===== src/rtl/wavegen_pkg.sv =====
// rtl/wavegen_pkg.sv - shared encodings for the waveform sequencer
// Waveform selects, FSM state codes, default period length and triangle fold helper.
package wavegen_pkg;

  typedef enum logic [1:0] {
    WAVE_SINE   = 2'b00,
    WAVE_SQUARE = 2'b01,
    WAVE_SAW    = 2'b10,
    WAVE_TRI    = 2'b11
  } wave_sel_e;

  localparam logic [1:0] ST_IDLE = 2'd0;
  localparam logic [1:0] ST_LOAD = 2'd1;
  localparam logic [1:0] ST_RUN  = 2'd2;

  localparam int PERIOD_STEPS_DEF = 402;

  // Fold a rising ramp into an up/down ramp of the same period.
  function automatic logic [7:0] tri_fold(input logic [7:0] saw);
    tri_fold = saw[7] ? ~{saw[6:0], 1'b0} : {saw[6:0], 1'b0};
  endfunction

endpackage


===== src/rtl/wave_sequencer_rate_divider.sv =====
// rtl/wave_sequencer_rate_divider.sv - programmable step strobe generator
// Emits one strobe every div_val+1 enabled clocks; clr holds the count at zero.
module rate_divider #(
  parameter int DIV_W = 16
) (
  input  logic             clk,
  input  logic             rst_n,
  input  logic             clr,
  input  logic             en,
  input  logic [DIV_W-1:0] div_val,
  output logic             strobe
);

  logic [DIV_W-1:0] div_cnt_q, div_cnt_d;

  always_comb begin
    strobe    = en && (div_cnt_q == div_val);
    div_cnt_d = div_cnt_q;
    if (clr || strobe) begin
      div_cnt_d = '0;
    end else if (en) begin
      div_cnt_d = div_cnt_q + DIV_W'(1);
    end
  end

  always_ff @(posedge clk or negedge rst_n) begin
    if (!rst_n) begin
      div_cnt_q <= '0;
    end else begin
      div_cnt_q <= div_cnt_d;
    end
  end

endmodule


===== src/rtl/wave_sequencer.sv =====
// rtl/wave_sequencer.sv - run-time controller for the waveform generator
// Paces the oscillator, tracks its phase and shapes/attenuates the output sample.
module wave_sequencer
  import wavegen_pkg::*;
#(
  parameter int DIV_W        = 16,
  parameter int PERIOD_STEPS = PERIOD_STEPS_DEF,
  parameter int STEP_W       = 9
) (
  input  logic             clk,
  input  logic             rst,
  input  logic             start,
  input  logic             stop,
  input  logic [1:0]       wave_sel,
  input  logic [DIV_W-1:0] div_val,
  input  logic [1:0]       amp_shift,
  input  logic [7:0]       osc_data,
  output logic             osc_en,
  output logic             osc_clr,
  output logic [7:0]       wave_out,
  output logic             busy,
  output logic             period_tick
);

  localparam logic [STEP_W-1:0] LAST_STEP = STEP_W'(PERIOD_STEPS - 1);
  localparam logic [STEP_W-1:0] HALF_STEP = STEP_W'(PERIOD_STEPS / 2);
  // Ramp slope scaled by 2^16 so the sawtooth needs only a constant multiply.
  localparam logic [23:0]       SAW_K     = 24'((1 << 24) / PERIOD_STEPS);

  logic [1:0]        state_q, state_d;
  logic [STEP_W-1:0] step_q, step_d;
  logic              stop_pend_q, stop_pend_d;
  logic [1:0]        wave_sel_s_q, wave_sel_s_d;
  logic [DIV_W-1:0]  div_val_s_q, div_val_s_d;
  logic [1:0]        amp_shift_s_q, amp_shift_s_d;
  logic              osc_clr_q, osc_clr_d;
  logic [7:0]        wave_out_q, wave_out_d;

  logic              run;
  logic              boundary;
  logic [STEP_W+23:0] saw_prod;
  logic [STEP_W+7:0]  saw_hi;
  logic [7:0]         saw_v;
  logic [7:0]         v;

  assign run = (state_q == ST_RUN);

  rate_divider #(
    .DIV_W(DIV_W)
  ) u_rate_divider (
    .clk    (clk),
    .rst_n  (rst),
    .clr    (!run),
    .en     (run),
    .div_val(div_val_s_q),
    .strobe (osc_en)
  );

  assign boundary    = osc_en && (step_q == LAST_STEP);
  assign period_tick = boundary;
  assign busy        = (state_q == ST_LOAD) || run;
  assign osc_clr     = osc_clr_q;
  assign wave_out    = wave_out_q;

  always_comb begin
    saw_prod = (STEP_W+24)'(step_q) * (STEP_W+24)'(SAW_K);
    saw_hi   = (STEP_W+8)'(saw_prod >> 16);
    saw_v    = (|saw_hi[STEP_W+7:8]) ? 8'hFF : saw_hi[7:0];
    case (wave_sel_s_q)
      WAVE_SINE:   v = osc_data;
      WAVE_SQUARE: v = (step_q < HALF_STEP) ? 8'hFF : 8'h00;
      WAVE_SAW:    v = saw_v;
      WAVE_TRI:    v = tri_fold(saw_v);
      default:     v = 8'h00;
    endcase
  end

  always_comb begin
    state_d       = state_q;
    step_d        = step_q;
    stop_pend_d   = stop_pend_q;
    wave_sel_s_d  = wave_sel_s_q;
    div_val_s_d   = div_val_s_q;
    amp_shift_s_d = amp_shift_s_q;
    osc_clr_d     = 1'b0;
    wave_out_d    = run ? (v >> amp_shift_s_q) : 8'h00;

    case (state_q)
      ST_IDLE: begin
        stop_pend_d = 1'b0;
        if (start && !stop) begin
          state_d   = ST_LOAD;
          osc_clr_d = 1'b1;
        end
      end
      ST_LOAD: begin
        wave_sel_s_d  = wave_sel;
        div_val_s_d   = div_val;
        amp_shift_s_d = amp_shift;
        step_d        = '0;
        state_d       = ST_RUN;
      end
      ST_RUN: begin
        if (stop) begin
          stop_pend_d = 1'b1;
        end
        if (osc_en) begin
          step_d = boundary ? '0 : step_q + STEP_W'(1);
        end
        // Settings only change on a period boundary so the output never glitches.
        if (boundary) begin
          wave_sel_s_d  = wave_sel;
          div_val_s_d   = div_val;
          amp_shift_s_d = amp_shift;
          if (stop_pend_q || stop) begin
            state_d     = ST_IDLE;
            stop_pend_d = 1'b0;
          end
        end
      end
      default: begin
        state_d = ST_IDLE;
      end
    endcase
  end

  always_ff @(posedge clk or negedge rst) begin
    if (!rst) begin
      state_q       <= ST_IDLE;
      step_q        <= '0;
      stop_pend_q   <= 1'b0;
      wave_sel_s_q  <= '0;
      div_val_s_q   <= '0;
      amp_shift_s_q <= '0;
      osc_clr_q     <= 1'b0;
      wave_out_q    <= '0;
    end else begin
      state_q       <= state_d;
      step_q        <= step_d;
      stop_pend_q   <= stop_pend_d;
      wave_sel_s_q  <= wave_sel_s_d;
      div_val_s_q   <= div_val_s_d;
      amp_shift_s_q <= amp_shift_s_d;
      osc_clr_q     <= osc_clr_d;
      wave_out_q    <= wave_out_d;
    end
  end

endmodule

===== config.mk =====
export PLATFORM = sky130hd
export DESIGN_NAME = wave_sequencer
export DESIGN_NICKNAME = d
export VERILOG_FILES = /design/src/rtl/wavegen_pkg.sv /design/src/rtl/wave_sequencer_rate_divider.sv /design/src/rtl/wave_sequencer.sv
export SDC_FILE = /design/constraint.sdc
export NUM_CORES = 1
export LEC_CHECK = 0
export BUFFER_PORTS_ARGS = -buffer_cell sky130_fd_sc_hd__buf_2
export CORE_MARGIN = 2
export CORE_UTILIZATION = 45
export CTS_CLUSTER_DIAMETER = 30
export DETAILED_ROUTE_END_ITERATION = 16
export PLACE_DENSITY = 0.61
export SETUP_SLACK_MARGIN = 0.05
export SLEW_MARGIN = 20
export SYNTH_ARGS = -nofsm -noshare
export SYNTH_HDL_FRONTEND = slang
export SYNTH_HIERARCHICAL = 1
export SYNTH_SLANG_ARGS = --single-unit

===== constraint.sdc =====
create_clock -name clk -period 7.45 [get_ports clk]
set_input_delay 0.745 -clock clk [delete_from_list [all_inputs] [get_ports clk]]
set_output_delay 0.745 -clock clk [all_outputs]
set_load 0.005 [all_outputs]

==> results.md <==
* Status: finished, final reports clean
* Wire per inst at 15.34 um
* Starting Density at 45.91%
* Worst path bufs/invs at 4
* Most used cell, CP: inv_1
* Reg-to-Reg End: wave_out[1]
* Port-buffer cells at 43
* Post-CTS Setup Repair Bufs at 0
* RSZ-0062 raised after global routing: no
* Crit path max fanout at 9
* Via Count at 3,880
* Max VDD drop at 162.8 uV
* Initial antenna violation count at 0
* Cells after Synth at 520
* Tmin final at 4.950 ns
* Distinct cell type count after synthesis at 59
* Area growth, synth to finish at 9.874%
* Worst endpoint required time at 7.68 ns
* CTS sink count at 57
* WL final at 10.77 mm
* Clk_skew at 0.01104 ns
* Cell Pwr Density at 209.0 nW/um^2
* Slowest cell on crit path: dfrtp_1
* Peak Freq at 202.0 MHz
* Gr usage total at 18.94%
* CTS Buf Count at 9
* R2r setup slk at 2.50 ns
* Leak pwr at 2.756 nW
* I/O Pins at 44
* Dominant synthesized flop cell: dfrtp_1
* FF-to-FF Start: step_q[7]
* Slew HR at 30.60%
* Routability congestion estimate at 0.8836
* Cell Area, Synth at 4955 um^2
* Post-layout nets at 673
* CTS root buf: clkbuf_8
* Utilization after layout at 50.44%
* CP endpoint kind: flip-flop
* Slowest stage delay, CP at 0.53 ns
* Critical Path Source Type: flip-flop
* Top delay family on crit path: adder cells
* Syn. warnings at 6
* Drt drc at 0
* First-pass GRT wire length at 17.72 mm
* Top-area cell type share of the netlist area at 28.79%
* Commonest cells in the netlist: ha_1, dfrtp_1, inv_1
* DIE HEIGHT at 108.9 um
* Max-slew violation count at 0
* Vias in the first global route at 3,685
* H-tree Lvls at 3
* Share of cells above drive strength 1 at 16.73%
* Setup_tns at 0 ns
* CTS tree: built
* Final setup violation count at 0
* Measured slew at the worst slew-check pin at 1.041 ns
* CTS clk-pin slew, worst paths at 0.07 ns
* Die area at 11,870 um^2
* Clock network power share at 24.2%
* Flop and latch count out of synthesis at 57
* Post-DR vias/cell at 5.527
* Register area share after synthesis at 28.79%
* Internal Pwr Total at 728.2 uW
* Core footprint at 10,790 um^2
* FP Rows at 38
* Critical path class: reg -> reg
* Synth top area cells: dfrtp_1, ha_1, xnor2_1
* Post-synth ARST share at 100.0%
* HP Class: in -> async
* Worst-skew pair later-pin latency at 0.34 ns
* HPWL after DPL at 8.441 mm
* Max_cap viols at 0
* Syn Area/Cell at 9.528 um^2
* Largest area contributor in the netlist: dfrtp_1
* Switching pwr at 409.7 uW
* Final Hold Fails at 0
* Post-CTS sizing at 0
* Overflow after GRT at 0
* Number of antenna-violating nets in the routed design at 0
* Critical-path cell list: inv_1, ha_1, inv_1, fa_1, inv_1, fa_1, inv_1, fa_1, ha_1, nand3_1, nor3_1, o21ai_0, a41oi_1, nand2_1, xor2_1, o211a_1, and3b_1, nor4_1
* DRT Pass-1 Iters at 5
* Worst path depth at 18
* Combinational fraction of design power at 34.3%
* Sw Ratio at 36.00%
* Most common cell in the netlist: ha_1
* EDFF count, synth at 0
* Clock Path Buffers at 2
* Fin crit share at 66.44%
* Worst reg2reg path depth at 18
* Hold Buf Count CTS at 0
* Largest net degree at the start of global routing at 58
* Flop pwr share at 41.5%
* Die X at 108.9 um
* Antenna diodes at 0
* Arr. time, crit path at 5.18 ns
* Syn_nets at 635
* DR iter-0 viols at 273
cell type report:
class / instances / area, um^2
clock buffers: 9 / 123.9
clock inverters: 6 / 60.06
fillers: 998 / 5349
inverters: 45 / 168.9
multi-input cells: 398 / 3244
flip-flops and latches: 57 / 1426
well taps: 140 / 175.2
repair buffers: 47 / 245.2
per-layer routing:
layer | track usage [%] | routed length, um | part of all wire, % | up-vias
li1 | - | - | - | 1917
met1 | 27.09 | 5293 | 49 | 1876
met2 | 29.37 | 4894 | 45 | 79
met3 | 3.347 | 474 | 4.4 | 8
met4 | 5.220 | 106 | 0.98 | 0
met5 | 0 | 0 | 0 | -
sequential cells by signal, indices dropped and copies added, names as in the netlist:
| signal | cells |
|---|---|
| state_q | 2 |
| div_val_s_q | 16 |
| osc_clr | 1 |
| amp_shift_s_q | 2 |
| u_rate_divider/div_cnt_q | 16 |
| wave_sel_s_q | 2 |
| wave_out | 8 |
| step_q | 9 |
| stop_pend_q | 1 |
logic make-up (layout without fill, tap and decap cells):
| kind of cell | after synthesis | in the layout | synth area share, % |
|---|---|---|---|
| adder cells (fa/ha/maj) | 83 | 83 | 22.78 |
| AO/OA/AOI/OAI | 100 | 100 | 14.47 |
| AND/OR/NAND/NOR | 143 | 143 | 14.22 |
| XOR/XNOR | 48 | 48 | 8.637 |
| flip-flops | 57 | 57 | 28.79 |
| buffers and inverters | 65 | 107 | 5.732 |
| multiplexers | 24 | 24 | 5.379 |
worst max path at each step:
stage | start | to
detailed placement | step_q[7] | wave_out[2]
floorplan | step_q[7] | wave_out[1]
finish | step_q[7] | wave_out[1]
global placement | step_q[7] | wave_out[2]
global route | step_q[7] | wave_out[2]
CTS | step_q[7] | wave_out[1]
cells in the final DEF, fill, tap and decap left out, types with 3 or more instances in the layout:
cell / n
o22ai_1: 5
a31oi_1: 4
a21oi_1: 16
o211ai_1: 3
inv_1: 45
clkinv_2: 3
xor2_1: 19
nor4_1: 5
nor3_1: 10
mux2i_1: 3
buf_4: 4
nand3_1: 17
nor2b_1: 4
a211oi_1: 5
mux2_2: 21
or3_1: 3
o21ai_0: 22
o21ai_1: 3
a41oi_1: 3
o31ai_1: 4
dfrtp_1: 57
nand4_1: 13
o21a_1: 4
ha_1: 71
clkbuf_8: 9
a21o_1: 5
nand2_1: 28
nor2_1: 40
nand2b_1: 10
and3_1: 5
fa_1: 12
a211o_1: 5
buf_2: 43
xnor2_1: 28
stage by stage:
| stage | cells | cell area, um^2 | power [mW] | worst slack (ns) | hold WS, ns |
|---|---|---|---|---|---|
| 2_1_floorplan | 520 | 4955 | 0.7716 | 2.909 | 0.4494 |
| 3_3_place_gp | 687 | 5260 | 0.8576 | 2.727 | 0.5176 |
| 3_5_place_dp | 687 | 5260 | 0.8657 | 2.606 | 0.5188 |
| 4_1_cts | 702 | 5444 | 1.148 | 2.539 | 0.5352 |
| 5_1_grt | 702 | 5444 | 1.219 | 2.214 | 0.5568 |
| 6_report | 702 | 5444 | 1.138 | 2.500 | 0.5360 |
power groups by stage:
stage	Sequential [mW]	Combinational (mW)	Clock (mW)
floorplan	0.428	0.344	0
global placement	0.476	0.382	0
detailed placement	0.479	0.387	0
CTS	0.473	0.391	0.283
global route	0.486	0.436	0.298
finish	0.473	0.390	0.275
(Power assumes the default switching activity.)
